File: config.mk
export PLATFORM = sky130hd
export DESIGN_NAME = audio_frame_serializer
export DESIGN_NICKNAME = d
export VERILOG_FILES = /design/src/rtl/audio_frame_serializer.sv
export SDC_FILE = /design/constraint.sdc
export NUM_CORES = 1
export LEC_CHECK = 0
export CAP_MARGIN = 10
export CORE_AREA = 3 3 82 84
export CTS_CLUSTER_DIAMETER = 80
export DETAILED_ROUTE_END_ITERATION = 6
export DIE_AREA = 0 0 85 87
export GPL_TIMING_DRIVEN = 0
export PLACE_DENSITY = 0.92
export SYNTH_ARGS = -nofsm -noshare
export SYNTH_HDL_FRONTEND = slang
export SYNTH_SLANG_ARGS = --single-unit
export TNS_END_PERCENT = 50
File: constraint.sdc
create_clock -name s_clk -period 4.2 [get_ports s_clk]
set_input_delay 0.42 -clock s_clk [delete_from_list [all_inputs] [get_ports s_clk]]
set_output_delay 0.42 -clock s_clk [all_outputs]
set_load 0.02 [all_outputs]
File: src/rtl/audio_frame_serializer.sv
// audio_frame_serializer: buffers stereo pairs, loads them on each frame pulse and shifts them out MSB-first with LR clock (SER_I2S_DELAY_EN adds one-bit I2S data delay)
module audio_frame_serializer #(
    parameter int DATA_W    = 16,
    parameter bit HOLD_LAST = 1'b0
) (
    input  logic              s_clk,
    input  logic              rst,
    input  logic              load,
    input  logic [DATA_W-1:0] audio_in_left,
    input  logic [DATA_W-1:0] audio_in_right,
    input  logic              in_valid,
    output logic              in_ready,
    output logic              sdata,
    output logic              lrck,
    output logic              frame_start,
    output logic              underrun,
    output logic              sync_err
);
    localparam int FRAME_W = 2 * DATA_W;
    localparam int CNT_W   = $clog2(FRAME_W);

    logic [FRAME_W-1:0] r_hold, r_shift, r_last;
    logic               r_hold_full, r_running, r_frame_start, r_underrun, r_sync_err;
    logic [CNT_W-1:0]   r_bit_cnt;
    logic [FRAME_W-1:0] w_in;
    logic               w_last_bit;

    assign w_in       = {audio_in_left, audio_in_right};
    assign w_last_bit = r_bit_cnt == CNT_W'(FRAME_W - 1);

    // frame loading, holding-buffer handshake, shifting and sticky error flags
    always_ff @(negedge s_clk or posedge rst) begin
        if (rst) begin
            r_hold        <= '0;
            r_shift       <= '0;
            r_last        <= '0;
            r_hold_full   <= 1'b0;
            r_running     <= 1'b0;
            r_bit_cnt     <= '0;
            r_frame_start <= 1'b0;
            r_underrun    <= 1'b0;
            r_sync_err    <= 1'b0;
        end else begin
            r_frame_start <= load;
            if (load) begin
                r_bit_cnt <= '0;
                r_running <= 1'b1;
                if (r_running && !w_last_bit) r_sync_err <= 1'b1;
                if (r_hold_full) begin
                    r_shift     <= r_hold;
                    r_last      <= r_hold;
                    r_hold_full <= 1'b0;
                end else if (in_valid) begin
                    r_shift <= w_in;
                    r_last  <= w_in;
                end else begin
                    r_shift    <= HOLD_LAST ? r_last : '0;
                    r_underrun <= 1'b1;
                end
            end else begin
                if (in_valid && !r_hold_full) begin
                    r_hold      <= w_in;
                    r_hold_full <= 1'b1;
                end
                if (r_running) begin
                    r_shift   <= r_shift << 1;
                    r_bit_cnt <= w_last_bit ? '0 : r_bit_cnt + 1'b1;
                end
            end
        end
    end

`ifdef SER_I2S_DELAY_EN
    logic r_sdata_d;

    // one-bit data delay so the MSB follows the LR clock edge
    always_ff @(negedge s_clk or posedge rst) begin
        if (rst) r_sdata_d <= 1'b0;
        else     r_sdata_d <= r_shift[FRAME_W-1];
    end

    assign sdata = r_sdata_d;
`else
    assign sdata = r_shift[FRAME_W-1];
`endif

    assign in_ready    = ~r_hold_full;
    assign lrck        = r_bit_cnt >= CNT_W'(DATA_W);
    assign frame_start = r_frame_start;
    assign underrun    = r_underrun;
    assign sync_err    = r_sync_err;
endmodule

==> impl_metrics.yaml <==
worst_setup_path:
  startpoint_type: "flip-flop"
  r2r-end: "r_hold[2]"
  cp_cell_sequence: "buf_4 > clkinv_2 > dlygate4sd2_1"
  r2r_setup_slack_ps: 2530
  crit_fanout: 17
  crit_end: "in_ready"
  worst_setup_path_end_kind: "primary output"
  required_ps: 3780
  r2r-start: "r_hold_full"
  critical_path_class: "reg2out"
  arrival_ps: 3620
  critPathMaxStageDelay_ps: 400
  reg2regPathDepth: 7
  slowest_stage: "dlygate4sd2_1"
  crit_start: "r_hold_full"
die:
  fp.dieW_um: 85
  ios: 42
  chipHeight_um: 87
  design.core.area_sq_um: 5990
  row_count: 28
  initial_utilization_pct: 60.2
  die_area_sq_um: 7400
layout:
  area_growth_pct: 19.9
  multiInputGateArea_sq_um: 1540
  mostFrequentLayoutCells: "dfrtn_1 (74), clkdlybuf4s50_1 (39), nor2b_1 (32)"
  finalInstanceArea_sq_um: 4320
  fin_nets: 401
  nFillCells: 408
  drive_gt1_share_pct: 17.5
  final_core_util_pct: 72.2
  layout_commonest_cell: "dfrtn_1"
  regArea_sq_um: 1850
  diodes: 0
timing:
  rsz0062_at_grt: "no"
  setup_viol: 0
  drv_slew: 0
  whs_ps: 412
  worst_clock_skew_ps: 14.1
  hold_viol: 0
  tightest_slew_ps: 512
  slew_headroom_pct: 65.9
route:
  wl_met3_um: 422
  drc: 0
  antenna_left: 0
  routedWlPerCell_um: 17.6
  drt-met1-wl_um: 3290
  drtIter0Drc: 165
  num_vias: 2629
  drt_wl_total_um: 7760
  firstDrtPassIters: 4
  top_layer: "met4"
  wl_met2_um: 3880
  viasPerCell: 5.96
pwr:
  total_power_uw: 1720
  power_switching_uw: 448
  swShare_pct: 26.0
  power_density_nw_per_um2: 399
  intPower_uw: 1280
  p_seq_share_pct: 51.3
  p_clk_share_pct: 31.2
  leakagePower_uw: 0.00178
  ir_worst_vdd_uv: 291
  p_comb_share_pct: 17.5
logic_synthesis:
  synth_top_area_share_pct: 51.4
  synth-seq-area-share_pct: 51.4
  syn_inst: 310
  syn-num-nets: 349
  synth.area.top_cells: "dfrtn_1 (51%), mux2_4 (12%), a211oi_1 (6.5%)"
  syn_area_sq_um: 3610
  synth_cell_types: 28
  syn_avg_cell_area_sq_um: 11.6
  ys_ff_latch: 74
  yosys.area.top_type: "dfrtn_1"
  synth_warnings: 0
hold_path:
  hp-start: "sync_err"
  hold_class: "reg2reg"
placed_design:
  portBuffers: 40
  dp_hpwl_um: 5320
  post_dp_cell_area_sq_um: 4140
  place.gp.congestion: 0.737
clocking:
  cts-hold-fix-buffers: 0
  cts_setup_buffers: 0
  clkLatencyLatePin_ps: 340
  root_buffer: "clkbuf_8"
  numClockSinks: 74
  clk_transition_reported_paths_ps: 60
  numCtsBuffers: 9
  cts_resized: 2
  max-clock-path-buffers: 2
  htreeDepth: 3
  cts_tree: "done"
grt:
  grt_pass1_wl_um: 12600
  gr-total-overflow: 0
  antenna_found_initial: 0
  grtUsageTotal_pct: 21.9
  grt_max_degree: 31
  first_global_vias: 2642
job:
  cap_violations: 0
outcome:
  status: "finished clean"
==> metal layers <==
layer	global-route usage, %	up-vias
li1	-	1224
met5	0	-
met2	36.9	87
met1	27.1	1296
met4	8.06	0
met3	5.87	22
==> kinds of logic (layout without fill, tap and decap cells) <==
kind of cell | Yosys count | in the layout | share of synthesized area (%)
AOI/OAI and AO/OA | 86 | 86 | 16.0
DFF | 74 | 74 | 51.4
muxes | 35 | 35 | 13.9
buffers and inverters | 34 | 90 | 5.83
and+or+nand+nor | 78 | 78 | 11.8
adders and majority gates | 3 | 3 | 1.04
==> power by group through the flow <==
stage / logic (uW) / clock network, uW / registers, uW
final: 301 / 538 / 886
after global routing: 325 / 566 / 895
after CTS: 303 / 538 / 883
after detailed placement: 302 / 0 / 892
after global placement: 285 / 0 / 887
after floorplan: 216 / 0 / 878
==> state kept, by name (all words and copies together), names as in the netlist <==
name	count
r_hold_full	1
r_shift	32
r_running	1
frame_start	1
sync_err	1
r_bit_cnt	5
r_hold	32
underrun	1
==> worst max-delay path: cells and delay by family (launching register included) <==
family,cells,cell delay [ps]
buffers and inverters,3,790
flip-flops,1,390
==> synth_stat cells <==
cell	n
nand3_1	17
dfrtn_1	74
buf_4	2
a31oi_1	17
a21oi_1	17
o21ai_0	2
clkinv_1	1
buf_2	3
mux2i_1	3
or2_2	1
nand3b_1	1
mux2_4	30
nor2_1	5
nor2b_1	32
a211oi_1	31
nand2_1	18
buf_6	3
a21o_1	2
buf_1	3
a22oi_1	17
nor2b_4	2
ha_1	3
and3_1	1
buf_12	3
clkbuf_1	15
mux2_2	2
inv_1	4
or4_1	1
==> cell type report <==
| class | count | share of cell area, % |
|---|---|---|
| Buffer | 28 | 4.34 |
| Clock buffer | 10 | 2.95 |
| Clock inverter | 5 | 1.30 |
| Inverter | 5 | 0.550 |
| Multi-Input combinational cell | 202 | 35.7 |
| Sequential cell | 74 | 42.8 |
| Tap cell | 75 | 2.17 |
| Timing Repair Buffer | 42 | 10.2 |
==> worst min-delay path by stage <==
| stage | end | cells after the start |
|---|---|---|
| after global placement | sync_err | 1 |
| after global routing | underrun | 1 |
| final | sync_err | 1 |
| after detailed placement | sync_err | 1 |
| after floorplan | r_hold[15] | 1 |
| after CTS | sync_err | 1 |
==> through the flow <==
stage | setup TNS [ps] | setup slack [ps] | instances
CTS | 0 | 157 | 441
floorplan | 0 | 490 | 310
finish | 0 | 158 | 441
global route | 0 | 104 | 441
global placement | -38.7 | -38.7 | 425
detailed placement | -25.9 | -25.9 | 427
Power figures use the tool's default switching activity.
